## src/rtl/alu_seq_pkg.sv

```systemverilog
// Shared types and constants for the ALU command sequencer: controller states,
// frame header default, flag bit positions and the latched operation record.
package alu_seq_pkg;

    localparam int OP_W = 2;
    localparam logic [1:0] HDR_DEFAULT = 2'b10;

    localparam int FLAG_Z = 3;
    localparam int FLAG_C = 2;
    localparam int FLAG_V = 1;
    localparam int FLAG_S = 0;

    typedef enum logic [2:0] {
        ST_IDLE,
        ST_HDR_OK,
        ST_EXEC,
        ST_CAPTURE,
        ST_REPLY
    } state_e;

    // One pending ALU operation, whichever requester it came from.
    typedef struct packed {
        logic [OP_W-1:0] sel;
        logic [3:0]      a;
        logic [3:0]      b;
        logic            src;
    } op_t;

    function automatic logic hdr_match(input logic [7:0] byte0, input logic [1:0] hdr);
        return byte0[7:6] == hdr;
    endfunction

endpackage

```

## src/rtl/btn_edge_sync.sv

```systemverilog
// Two-flop synchroniser for an asynchronous level input plus a one-cycle
// pulse on each synchronised rising edge.
module btn_edge_sync (
    input  logic clk,
    input  logic rst,
    input  logic din,
    output logic rise
);

    logic [1:0] sync_q, sync_d;
    logic       prev_q, prev_d;

    always_comb begin
        sync_d = {sync_q[0], din};
        prev_d = sync_q[1];
    end

    // NOTE: sequential state uses non-blocking assignments so every flop samples pre-edge values.
    always_ff @(posedge clk or negedge rst) begin
        if (!rst) begin
            sync_q <= 2'b00;
            prev_q <= 1'b0;
        end else begin
            sync_q <= sync_d;
            prev_q <= prev_d;
        end
    end

    assign rise = sync_q[1] & ~prev_q;

endmodule

```

## src/rtl/alu_cmd_sequencer.sv

```systemverilog
// Arbitrates the shared ALU between SPI command frames and the local confirm
// button, captures result and flags into the PWM duty register, loads the SPI reply.
module alu_cmd_sequencer
    import alu_seq_pkg::*;
#(
    parameter int         ALU_LAT = 1,
    parameter int         TIMEOUT = 1024,
    parameter logic [1:0] HDR     = HDR_DEFAULT
) (
    input  logic        clk,
    input  logic        rst,
    input  logic        ss,
    input  logic        rx_valid,
    input  logic [7:0]  rx_data,
    output logic [7:0]  tx_data,
    output logic        tx_load,
    input  logic        confirm,
    input  logic [1:0]  sw_select,
    input  logic [3:0]  sw_a,
    input  logic [3:0]  sw_b,
    output logic [1:0]  alu_select,
    output logic [3:0]  alu_a,
    output logic [3:0]  alu_b,
    input  logic [3:0]  alu_result,
    input  logic [3:0]  alu_flags,
    output logic [3:0]  pwm_duty,
    output logic [3:0]  flags_q,
    output logic        result_valid,
    output logic        src_spi,
    output logic        busy,
    output logic        frame_err
);

    localparam int TW = $clog2(TIMEOUT + 1);
    localparam int EW = $clog2(ALU_LAT + 1);

    state_e          state_q, state_d;
    logic [TW-1:0]   timer_q, timer_d;
    logic [EW-1:0]   exec_cnt_q, exec_cnt_d;
    op_t             op_q, op_d;
    logic            pending_loc_q, pending_loc_d;
    logic [3:0]      pwm_duty_q, pwm_duty_d;
    logic [3:0]      flags_d;
    logic            src_spi_q, src_spi_d;
    logic            frame_err_q, frame_err_d;
    logic [7:0]      tx_data_q, tx_data_d;
    logic [OP_W-1:0] alu_select_q, alu_select_d;
    logic [3:0]      alu_a_q, alu_a_d;
    logic [3:0]      alu_b_q, alu_b_d;
    logic            loc_edge;

    btn_edge_sync u_confirm_sync (
        .clk  (clk),
        .rst  (rst),
        .din  (confirm),
        .rise (loc_edge)
    );

    // NOTE: every signal written here gets a default first so no latch can be inferred.
    always_comb begin
        state_d       = state_q;
        timer_d       = timer_q;
        exec_cnt_d    = exec_cnt_q;
        op_d          = op_q;
        pending_loc_d = pending_loc_q;
        pwm_duty_d    = pwm_duty_q;
        flags_d       = flags_q;
        src_spi_d     = src_spi_q;
        frame_err_d   = frame_err_q;
        tx_data_d     = tx_data_q;

        case (state_q)
            ST_IDLE: begin
                // An in-frame SPI byte always wins; a local request waits.
                if (rx_valid && !ss) begin
                    if (hdr_match(rx_data, HDR)) begin
                        op_d.sel = rx_data[OP_W-1:0];
                        timer_d  = '0;
                        state_d  = ST_HDR_OK;
                    end else begin
                        frame_err_d = 1'b1;
                    end
                end else if (pending_loc_q) begin
                    op_d.sel      = sw_select;
                    op_d.a        = sw_a;
                    op_d.b        = sw_b;
                    op_d.src      = 1'b0;
                    pending_loc_d = 1'b0;
                    exec_cnt_d    = '0;
                    state_d       = ST_EXEC;
                end
            end
            ST_HDR_OK: begin
                timer_d = timer_q + TW'(1);
                if (rx_valid) begin
                    op_d.a     = rx_data[7:4];
                    op_d.b     = rx_data[3:0];
                    op_d.src   = 1'b1;
                    exec_cnt_d = '0;
                    state_d    = ST_EXEC;
                end else if (ss || timer_q == TW'(TIMEOUT - 1)) begin
                    frame_err_d = 1'b1;
                    state_d     = ST_IDLE;
                end
            end
            ST_EXEC: begin
                if (exec_cnt_q == EW'(ALU_LAT - 1)) begin
                    state_d = ST_CAPTURE;
                end else begin
                    exec_cnt_d = exec_cnt_q + EW'(1);
                end
            end
            ST_CAPTURE: begin
                pwm_duty_d = alu_result;
                flags_d    = alu_flags;
                src_spi_d  = op_q.src;
                if (op_q.src) begin
                    // Reply is prepared here so it is already stable in the REPLY cycle.
                    tx_data_d   = {alu_flags, alu_result};
                    frame_err_d = 1'b0;
                    state_d     = ST_REPLY;
                end else begin
                    state_d = ST_IDLE;
                end
            end
            ST_REPLY: begin
                state_d = ST_IDLE;
            end
            default: begin
                state_d = ST_IDLE;
            end
        endcase

        if (loc_edge) begin
            pending_loc_d = 1'b1;
        end
    end

    // ALU inputs only change on entry to EXEC, so the PWM path never sees glitching operands.
    always_comb begin
        alu_select_d = alu_select_q;
        alu_a_d      = alu_a_q;
        alu_b_d      = alu_b_q;
        if (state_d == ST_EXEC && state_q != ST_EXEC) begin
            alu_select_d = op_d.sel;
            alu_a_d      = op_d.a;
            alu_b_d      = op_d.b;
        end
    end

    always_ff @(posedge clk or negedge rst) begin
        if (!rst) begin
            state_q       <= ST_IDLE;
            timer_q       <= '0;
            exec_cnt_q    <= '0;
            op_q          <= '0;
            pending_loc_q <= 1'b0;
            pwm_duty_q    <= 4'h0;
            flags_q       <= 4'h0;
            src_spi_q     <= 1'b0;
            frame_err_q   <= 1'b0;
            tx_data_q     <= 8'h00;
            alu_select_q  <= '0;
            alu_a_q       <= 4'h0;
            alu_b_q       <= 4'h0;
        end else begin
            state_q       <= state_d;
            timer_q       <= timer_d;
            exec_cnt_q    <= exec_cnt_d;
            op_q          <= op_d;
            pending_loc_q <= pending_loc_d;
            pwm_duty_q    <= pwm_duty_d;
            flags_q       <= flags_d;
            src_spi_q     <= src_spi_d;
            frame_err_q   <= frame_err_d;
            tx_data_q     <= tx_data_d;
            alu_select_q  <= alu_select_d;
            alu_a_q       <= alu_a_d;
            alu_b_q       <= alu_b_d;
        end
    end

    assign tx_data      = tx_data_q;
    assign tx_load      = (state_q == ST_REPLY);
    assign alu_select   = alu_select_q;
    assign alu_a        = alu_a_q;
    assign alu_b        = alu_b_q;
    assign pwm_duty     = pwm_duty_q;
    assign result_valid = (state_q == ST_CAPTURE);
    assign src_spi      = src_spi_q;
    assign busy         = (state_q != ST_IDLE);
    assign frame_err    = frame_err_q;

endmodule

```

## config.mk

```make
export PLATFORM = sky130hd
export DESIGN_NAME = alu_cmd_sequencer
export DESIGN_NICKNAME = d
export VERILOG_FILES = /design/src/rtl/alu_seq_pkg.sv /design/src/rtl/btn_edge_sync.sv /design/src/rtl/alu_cmd_sequencer.sv
export SDC_FILE = /design/constraint.sdc
export NUM_CORES = 1
export LEC_CHECK = 0
export BUFFER_PORTS_ARGS = -buffer_cell sky130_fd_sc_hd__buf_2
export CAP_MARGIN = 20
export CELL_PAD_IN_SITES_DETAIL_PLACEMENT = 1
export CELL_PAD_IN_SITES_GLOBAL_PLACEMENT = 2
export CORE_ASPECT_RATIO = 1.1
export CORE_UTILIZATION = 34
export DETAILED_ROUTE_END_ITERATION = 10
export GPL_TIMING_DRIVEN = 1
export HOLD_SLACK_MARGIN = 0.02
export PLACE_DENSITY_LB_ADDON = 0.1
export SLEW_MARGIN = 20
export SYNTH_ARGS = -nofsm -noshare
export SYNTH_HDL_FRONTEND = slang
export SYNTH_SLANG_ARGS = --single-unit
```

## constraint.sdc

```tcl
create_clock -name clk -period 2.7 [get_ports clk]
set_input_delay 0.135 -clock clk [delete_from_list [all_inputs] [get_ports clk]]
set_output_delay 0.135 -clock clk [all_outputs]
set_load 0.05 [all_outputs]
```

Word level (Yosys, flattened, before mapping)
Cells that the tools add are included.
{"block": "op_classes", "addsub": 2, "eq_ne": 18, "n_mux": 32, "n_reduce_logical": 16, "n_bitwise": 2}
{"cell": "$mux W11", "count": 3}
{"cell": "$pmux W11 S2", "count": 1}
{"cell": "$mux W3", "count": 7}
{"cell": "$mux W9", "count": 2}
{"cell": "$ne A2 B2 Y1 const B", "count": 9}
{"cell": "$pmux W9 S2", "count": 1}
{"cell": "$mux W1", "count": 12}
{"cell": "$pmux W3 S4", "count": 1}
{"cell": "$add A11 B1 Y11 const B", "count": 1}
{"cell": "$eq A11 B10 Y1 const B", "count": 1}
{"cell": "$eq A3 B2 Y1 const B", "count": 3}
{"cell": "$reduce_bool A3 Y1", "count": 3}
{"cell": "$reduce_and A4 Y1", "count": 2}
{"cell": "$mux W2", "count": 3}
{"cell": "$pmux W1 S3", "count": 2}
{"cell": "$reduce_and A6 Y1", "count": 1}
{"cell": "$reduce_and A2 Y1", "count": 2}
{"cell": "$reduce_bool A2 Y1", "count": 2}
{"cell": "$eq A3 B1 Y1 const B", "count": 1}
{"cell": "$eq A3 B3 Y1 const B", "count": 1}
{"cell": "$logic_not A3 Y1", "count": 1}
{"cell": "$ne A3 B2 Y1 const B", "count": 1}
{"cell": "$reduce_and A3 Y1", "count": 1}
{"cell": "$eq A2 B2 Y1 const B", "count": 1}
{"cell": "7 further kinds", "count": 8}
{"block": "totals", "output_inout_bits": 31, "wordCells": 88, "inputBits": 31, "ff_bits": 58}

Longest topological paths before layout
Gate-level depths: netlist of the first run.
{"block": "logic_depth", "word_depth": 7, "depth_mapped": 8, "depth_no_buf": 5}

Modules after synthesis
A second synthesis of the first run with hierarchy kept.
{"block": "unflattened", "hier_cells": 202, "area_unflattened_um2": 2254.7}
{"mod": "alu_cmd_sequencer", "instances": 1, "area_per_inst_um2": 2165.8, "seq_area_each_um2": 1151.1, "cells_each": 198}
{"mod": "btn_edge_sync", "instances": 1, "area_per_inst_um2": 88.8, "seq_area_each_um2": 75.1, "cells_each": 4}

Worst setup path before layout of the first run
No wires, ideal clock.
{"block": "synth_path", "kind": "register to register", "start": "register state_q[2]", "end": "register tx_data_q[0] (netlist: tx_data[0])", "arrival_ns": 1.884, "stages_incl_launch_ff": 6, "setup_slack_ns": 0.691, "period_less_slack_ns": 2.009, "t_required_ns": 2.575, "n_path_buf": 1, "setup_time_ns": 0.125, "cell_sequence": "dfrtp_1 > nand3b_2 > clkinv_1 > nand2_1 > buf_4 > mux2_2"}
{"block": "synth_via", "elab_chain_cells": 2}
{"element": "start, declared", "line_no": "alu_cmd_sequencer.sv:37", "text": "state_e state_q, state_d;"}
{"element": "start signal, assigned", "line_no": "alu_cmd_sequencer.sv:167", "text": "state_q <= state_d;"}
{"element": "$eq A3 B2 Y1"}
{"element": "named net result_valid", "line_no": "alu_cmd_sequencer.sv:28", "text": "output logic result_valid,"}
{"element": "$reduce_and A2 Y1 (no line)"}
{"element": "end signal, assigned", "line_no": "alu_cmd_sequencer.sv:176", "text": "tx_data_q <= tx_data_d;"}
{"element": "end, declared", "line_no": "alu_cmd_sequencer.sv:46", "text": "logic [7:0] tx_data_q, tx_data_d;"}
The timed path passes the listed nets, and every way through them passes these cells.
A chain may end at the register's enable or synchronous reset.

Final worst setup path of the first run
{"block": "layout_path", "start": "register state_q[2]", "end": "register tx_data_q[3] (netlist: tx_data[3])"}
{"block": "layout_via", "elab_chain_cells": 2}
{"element": "$eq A3 B2 Y1", "line_no": "alu_cmd_sequencer.sv:72", "text": "case (state_q)"}
{"element": "$reduce_and A2 Y1 (no line)"}
Every way passes these cells.

==> results.rst, run 1 <==
.. list-table::
   :header-rows: 1

   * - Metric
     - Value
   * - Net Count, Synth
     - 233
   * - Relative slew margins
     - 63.86%
   * - First-pass GRT wire length
     - 8694 um
   * - Cell Int Power
     - 0.001803 W
   * - Unrepaired setup endpoints after global routing
     - no
   * - Die area
     - 0.006690 mm2
   * - Storage cell area
     - 0.001226 mm2
   * - Iter 0 DRT Violations
     - 77
   * - Most frequently used flop master after synthesis
     - sky130_fd_sc_hd__dfrtp_1
   * - Overflow left after global routing
     - 0
   * - Register-to-Register Setup Slack
     - 0.69 ns
   * - Critical setup path kind
     - register to register
   * - Status
     - finished, final reports clean
   * - Launching element type of the critical path
     - register
   * - Fin. max-slew vios
     - 0
   * - Synth area leader
     - sky130_fd_sc_hd__dfrtp_1
   * - Number of max-cap violations
     - 0
   * - Total Wirelength
     - 5175 um
   * - Count of port buffers added during placement
     - 61
   * - Global placer's final weighted congestion
     - 0.7132
   * - Number of endpoints failing setup at the final stage
     - 0
   * - CTS clk-pin slew, worst paths
     - 0.09 ns
   * - Seq cells post-synth
     - 49
   * - CP Data Required Time
     - 2.89 ns
   * - Sequential element share of the synthesized area
     - 56.65%
   * - Commonest cells in the netlist
     - 49 x sky130_fd_sc_hd__dfrtp_1, 39 x sky130_fd_sc_hd__nand2_1, 9 x sky130_fd_sc_hd__a22o_1, 9 x sky130_fd_sc_hd__mux2_2, 9 x sky130_fd_sc_hd__nor2_1
   * - Maximum fanout count along the critical path
     - 11
   * - Number of buffers created by CTS
     - 5
   * - Floorplan die height
     - 85.69 um
   * - Initial antenna violation count
     - 0
   * - Horizontal extent of the die
     - 78.08 um
   * - Total routing resource utilization after global routing
     - 16.96%
   * - Placeable core area
     - 0.006156 mm2
   * - Worst slew pin tran
     - 0.5421 ns
   * - Seq pwr share
     - 36.7%
   * - Yosys warning count
     - 0
   * - Layout Skew
     - 0.005790 ns
   * - Count of boundary I/O pins
     - 62
   * - Share of Yosys cell area claimed by the top area cell type
     - 56.65%
   * - Sw Ratio
     - 50.07%
   * - Total number of vias
     - 1,665
   * - Total area of multi-input combinational cells
     - 853.3 um2
   * - Growth of design area from synthesis to finish
     - 22.02%
   * - Setup TNS Final
     - 0 ns
   * - Cell area power density
     - 1367 mW/mm2
   * - Highest achievable clock rate
     - 496.8 MHz
   * - Sw Pwr
     - 0.001808 W
   * - Post-Syn Instances
     - 201
   * - Number of optimization iterations in the first detailed-route pass
     - 6
   * - Hpwl dp
     - 3821 um
   * - Peak VDD IR
     - 751.5 uV
   * - Diodes inserted
     - 0
   * - Post-route total power
     - 0.003610 W
   * - CTS tree
     - built
   * - Wirelength per Cell
     - 14.91 um
   * - Final hold vios
     - 0
   * - Clock insertion delay at the later pin of the skew report
     - 0.30 ns
   * - Vias in the first global route
     - 1,710
   * - Async S/R FF share, synth
     - 100.0%
   * - Most repeated cell in the gate-level netlist after synthesis
     - sky130_fd_sc_hd__dfrtp_1
   * - # clock sinks
     - 49
   * - Placement row count
     - 30
   * - CTS H-Tree Depth
     - 2
   * - Library cells used by synthesis
     - 43
   * - Cell types occupying the most area after synthesis
     - sky130_fd_sc_hd__dfrtp_1 57%, sky130_fd_sc_hd__nand2_1 6.8%, sky130_fd_sc_hd__mux2_2 4.7%
   * - Post-synth EDFFs
     - 0
   * - Remaining routing DRC violations
     - 0
   * - Maximum buffer depth of the clock tree
     - 2
   * - Static leakage
     - 1.315 nW
   * - Data arrival time of the critical path
     - 2.20 ns
   * - Number of buffers inserted by post-CTS setup repair
     - 0
   * - Fillers
     - 748
   * - Net count of the finished layout
     - 298
   * - Detailed-route vias per instance
     - 4.798
   * - Proportion of layout cells with a drive suffix above 1
     - 31.84%
   * - CTS Root Cell
     - sky130_fd_sc_hd__clkbuf_8
   * - Final period utilization
     - 74.55%
   * - Shortest period the worst path allows
     - 2.013 ns
   * - Starting density of the core
     - 35.16%
   * - Endpoint kind of the worst setup timing path
     - register
   * - Class of the most critical hold timing path
     - primary input to register
   * - Number of antenna-violating nets in the routed design
     - 0
   * - Synth Area per Inst
     - 10.77 um2
   * - Combinational share of power
     - 51.3%
   * - Largest net degree at the start of global routing
     - 27
   * - Clock network power share
     - 12.0%
   * - Cell area after technology mapping
     - 0.002165 mm2
timing repair:
action / 4_1_cts / 5_1_grt
endpoints found under the hold margin: 24 / 0
resized for setup: 0 / 0
hold buffers: 2 / 0
critical path, cell delays in order, from the launching register on:
cell and delay [ns]:
sky130_fd_sc_hd__dfrtp_1 0.47, sky130_fd_sc_hd__nand3b_2 0.28, sky130_fd_sc_hd__clkinv_1 0.30, sky130_fd_sc_hd__nand2_1 0.46, sky130_fd_sc_hd__mux2_2 0.39
final cells by class:
| class | instances | share of cell area (%) |
|---|---|---|
| clock buffers | 6 | 2.748 |
| clock inverters | 2 | 0.5685 |
| inverters | 7 | 0.9948 |
| multi-input cells | 137 | 32.31 |
| flip-flops and latches | 49 | 46.42 |
| well taps | 80 | 3.790 |
| repair buffers | 66 | 13.17 |
kinds of logic after synthesis:
logic type,after synthesis,synth area share [%]
AO/OA/AOI/OAI,34,11.10
XOR/XNOR,7,2.832
adder cells (fa/ha/maj),1,0.5779
buffers and inverters,15,3.930
flip-flops,49,56.65
multiplexers,12,6.127
AND/OR/NAND/NOR,83,18.79
final timing paths:
path / from / to / depth (start not counted)
worst max-delay path: state_q[2] / tx_data[3] / 4
worst min-delay path: alu_flags[3] / flags_q[3] / 3
worst max register to register: state_q[2] / tx_data[3] / 4
worst min register to register: u_confirm_sync.sync_q[0] / u_confirm_sync.sync_q[1] / 0
max in group asynchronous: rst / tx_data[3] / 3
min in group asynchronous: rst / timer_q[9] / 2
metrics by stage:
step / setup WS (ns) / std cells / utilization, % / cell area (um2) / hold WS (ns)
2_1_floorplan: 0.6911 / 201 / - / 2165 / -0.1606
3_3_place_gp: 0.6717 / 337 / 41.16 / 2534 / 0.1593
3_5_place_dp: 0.6381 / 337 / 41.16 / 2534 / 0.1554
4_1_cts: 0.6162 / 347 / 42.91 / 2641 / 0.03352
5_1_grt: 0.4993 / 347 / 42.91 / 2641 / 0.03861
6_report: 0.6872 / 347 / 42.91 / 2641 / 0.04023
cells in the final DEF (no fill, tap or decap), types with 6 or more instances in the layout:
master,count
sky130_fd_sc_hd__nor3_1,7
sky130_fd_sc_hd__inv_1,6
sky130_fd_sc_hd__nand2_1,39
sky130_fd_sc_hd__o21ai_0,6
sky130_fd_sc_hd__mux2_2,9
sky130_fd_sc_hd__nor2_1,9
sky130_fd_sc_hd__dfrtp_1,49
sky130_fd_sc_hd__a21o_1,8
sky130_fd_sc_hd__a22o_1,9
sky130_fd_sc_hd__buf_2,61
registers in the layout (all words and copies together), names as in the netlist:
name and flops:
timer_q 11, tx_data 8, alu_a 4, alu_b 4, flags_q 4, pwm_duty 4
op_q 3, state_q 3, alu_select 2, u_confirm_sync.sync_q 2, frame_err 1, pending_loc_q 1
src_spi 1, u_confirm_sync.prev_q 1
power groups by stage:
| stage | combinational [W] | clock (W) | sequential [W] |
|---|---|---|---|
| floorplan | 0.000767 | 0 | 0.00201 |
| global placement | 0.00185 | 0 | 0.00134 |
| finish | 0.00185 | 0.000433 | 0.00133 |
| CTS | 0.00187 | 0.000453 | 0.00133 |
| detailed placement | 0.00187 | 0 | 0.00134 |
| global route | 0.00200 | 0.000484 | 0.00137 |
routing by layer:
metal,GRT usage [%],vias up,share of wire [%]
met5,0,-,0
met4,6.061,0,1.5
met3,3.511,6,4.6
met2,26.95,41,46
met1,22.96,796,48
li1,-,822,-
No activity file was read; power rests on OpenSTA's default activity.
==> run 2: changes to the inputs <==
Settings changed: CORE_UTILIZATION 34 to 31.
Clock period 2.7 ns to 1.9 ns, I/O delays scaled along.
==> run 2 against run 1 <==
Total power grew 50%; non-clock buffer count grew 18; die area grew 9.4%; clock-buffer cell count is the same; worst setup slack lost 0.55 ns; clock power grew 84%; sequential power grew 40%.
==> results.rst, run 2 (synthesis gave the netlist of run 1 again) <==
.. list-table::
   :header-rows: 1

   * - Metric
     - Value
   * - Proportion of layout cells with a drive suffix above 1
     - 34.04% (+2.2 points)
   * - Horizontal extent of the die
     - 81.67 um (+4.6%)
   * - # clock sinks
     - 49 (unchanged)
   * - Number of max-cap violations
     - 0 (unchanged)
   * - Status
     - finished, final reports clean
   * - Number of antenna-violating nets in the routed design
     - 0 (unchanged)
   * - Unrepaired setup endpoints after global routing
     - no
   * - Crit path largest cell delay
     - 0.51 ns (+0.04 ns)
   * - Relative slew margins
     - 56.48% (-7.4 points)
   * - Net count of the finished layout
     - 316 (+6.0%)
   * - First-pass GRT wire length
     - 8638 um (-0.64%)
   * - Clock insertion delay at the later pin of the skew report
     - 0.31 ns (about the same)
   * - Number of flip-flops under the largest register name
     - 11 (unchanged)
   * - Layout Skew
     - 0.006573 ns (+0.0007832 ns)
   * - Largest reg by FF count
     - timer_q
   * - CTS Root Cell
     - sky130_fd_sc_hd__clkbuf_8
   * - Met2 routed WL
     - 2468 um (+3.2%)
   * - Overflow left after global routing
     - 0 (unchanged)
   * - CTS tree
     - built
   * - Vias in the first global route
     - 1,723 (+0.76%)
   * - Critical setup path kind
     - register to register
   * - DR WL met3
     - 247 um (+4.2%)
   * - Post-route total power
     - 0.005427 W (+50%)
   * - Number of optimization iterations in the first detailed-route pass
     - 4 (-2)
   * - Worst slew pin tran
     - 0.6528 ns (+0.1107 ns)
   * - Critical Path Slowest Stage Cell
     - sky130_fd_sc_hd__or3b_1
   * - Crit path buf inv count
     - 1 (unchanged)
   * - Top Metal Used
     - met4
   * - Maximum buffer depth of the clock tree
     - 2 (unchanged)
   * - Number of endpoints failing setup at the final stage
     - 0 (unchanged)
   * - Starting density of the core
     - 32.45% (-2.7 points)
   * - Final hold vios
     - 0 (unchanged)
   * - Die area
     - 0.007321 mm2 (+9.4%)
   * - Most frequent cells in the layout
     - 61 x sky130_fd_sc_hd__buf_2, 49 x sky130_fd_sc_hd__dfrtp_1, 39 x sky130_fd_sc_hd__nand2_1
   * - Maximum fanout count along the critical path
     - 9 (-2)
   * - Setup TNS Final
     - 0 ns (unchanged)
   * - Largest net degree at the start of global routing
     - 50 (+85%)
   * - Total routing resource utilization after global routing
     - 15.93% (-1.0 points)
   * - Initial antenna violation count
     - 0 (unchanged)
   * - Post-DP Area
     - 0.002613 mm2 (+3.1%)
   * - Floorplan die height
     - 89.64 um (+4.6%)
   * - Count of boundary I/O pins
     - 62 (unchanged)
   * - Final period utilization
     - 92.78% (+18 points)
   * - Total Wirelength
     - 5373 um (+3.8%)
   * - Endpoint kind of the worst setup timing path
     - register
   * - Most common cell after layout, fill and taps aside
     - sky130_fd_sc_hd__buf_2
   * - Class of the most critical hold timing path
     - primary input to register
   * - Final Instance Area
     - 0.002833 mm2 (+7.2%)
   * - Cells along the critical path
     - or3b_1 -> buf_4 -> nor3_1 -> xnor2_1 -> nor2_1
   * - CTS clk-pin slew, worst paths
     - 0.09 ns (about the same)
   * - Count of port buffers added during placement
     - 61 (unchanged)
   * - Peak VDD IR
     - 1031 uV (+37%)
   * - Shortest period the worst path allows
     - 1.763 ns (-0.2500 ns)
   * - Metal-1 WL
     - 2588 um (+4.9%)
   * - Wirelength per Cell
     - 14.64 um (-1.8%)
   * - Total number of vias
     - 1,772 (+6.4%)
   * - Number of buffers created by CTS
     - 5 (unchanged)
   * - Gate family responsible for the most delay along the worst path
     - simple AND/OR/NAND/NOR gates
   * - Growth of design area from synthesis to finish
     - 30.87%
   * - Highest achievable clock rate
     - 567.3 MHz (+14%)
   * - Fin. max-slew vios
     - 0 (unchanged)
   * - Post-cts resize count
     - 0 (unchanged)
   * - Placement row count
     - 31 (+3.3%)
   * - Iter 0 DRT Violations
     - 75 (-2.6%)
   * - Diodes inserted
     - 0 (unchanged)
   * - Launching element type of the critical path
     - register
   * - Static leakage
     - 1.418 nW (+7.9%)
   * - Data arrival time of the critical path
     - 1.95 ns (-0.25 ns)
   * - CP Data Required Time
     - 2.08 ns (-0.81 ns)
   * - Remaining routing DRC violations
     - 0 (unchanged)
   * - Global placer's final weighted congestion
     - 0.7233 (+1.4%)
   * - Placeable core area
     - 0.006671 mm2 (+8.4%)
   * - Hpwl dp
     - 3905 um (+2.2%)
   * - CTS H-Tree Depth
     - 2 (unchanged)
   * - Detailed-route vias per instance
     - 4.828 (+0.63%)
   * - Cell area power density
     - 1916 mW/mm2 (+40%)
run 2: changes by cell type in the layout (fill, tap and decap cells not counted), sizes merged:
| cell | previous run | this run |
|---|---|---|
| clkinvlp | 2 | 1 |
| dlygate4sd3 | 2 | 10 |
| bufinv | 0 | 1 |
| buf | 64 | 74 |
run 2: metal layers:
metal / GRT usage [%] / up-vias
met5: 0 / -
met4: 5.263 / 0
met2: 24.55 / 38
met3: 3.838 / 6
met1: 22.01 / 872
li1: - / 856
run 2: final cells by class:
class / count / area (um2)
clock inverter: 2 / 37.54
inverter: 7 / 27.53
multi-input combinational: 137 / 853.3
tap: 82 / 102.6
timing repair buffer: 84 / 503.0
clock buffer: 6 / 82.58
sequential: 49 / 1226
fill: 779 / 3839
run 2: worst paths after layout:
kind | end | slack [ns] | cells after the start | start
setup / recovery | timer_q[5] | 0.14 | 5 | state_q[2]
hold / removal | alu_a[0] | 0.08 | 3 | rx_data[4]
setup reg to reg | timer_q[5] | 0.14 | 5 | state_q[2]
hold reg to reg | u_confirm_sync.sync_q[1] | 0.36 | 0 | u_confirm_sync.sync_q[0]
max in group asynchronous | timer_q[4] | 1.03 | 3 | rst
min in group asynchronous | alu_a[0] | 0.41 | 3 | rst
run 2: stage by stage:
| step | std cells | utilization [%] | hold slack, ns | worst slack [ns] |
|---|---|---|---|---|
| 4_1_cts | 367 | 42.46 | 0.08345 | 0.1156 |
| 3_3_place_gp | 349 | 39.16 | 0.2056 | 0.1783 |
| 5_1_grt | 367 | 42.46 | 0.09440 | 0.0003144 |
| 3_5_place_dp | 349 | 39.16 | 0.2044 | 0.1393 |
| 2_1_floorplan | 201 | - | -0.2006 | 0.1610 |
| 6_report | 367 | 42.46 | 0.08135 | 0.1371 |
run 2: worst register-to-register path: cells and delay by family (launching register included):
| family | cells | cell delay (ns) |
|---|---|---|
| and+or+nand+nor | 3 | 0.79 |
| buffers and inverters | 1 | 0.22 |
| DFF | 1 | 0.48 |
| xor gates and xnor gates | 1 | 0.15 |
run 2: power breakdown:
group	internal, W	switching, W	total, W
logic	0.000879	0.00190	0.00277
registers	0.00153	0.000330	0.00186
clock network	0.000429	0.000369	0.000797
run 2: repair_timing:
action,in CTS,in global routing
hold buffers,10,0
buffers inserted,0,0
endpoints found under the setup margin,0,0
hold endpoints to repair,61,0
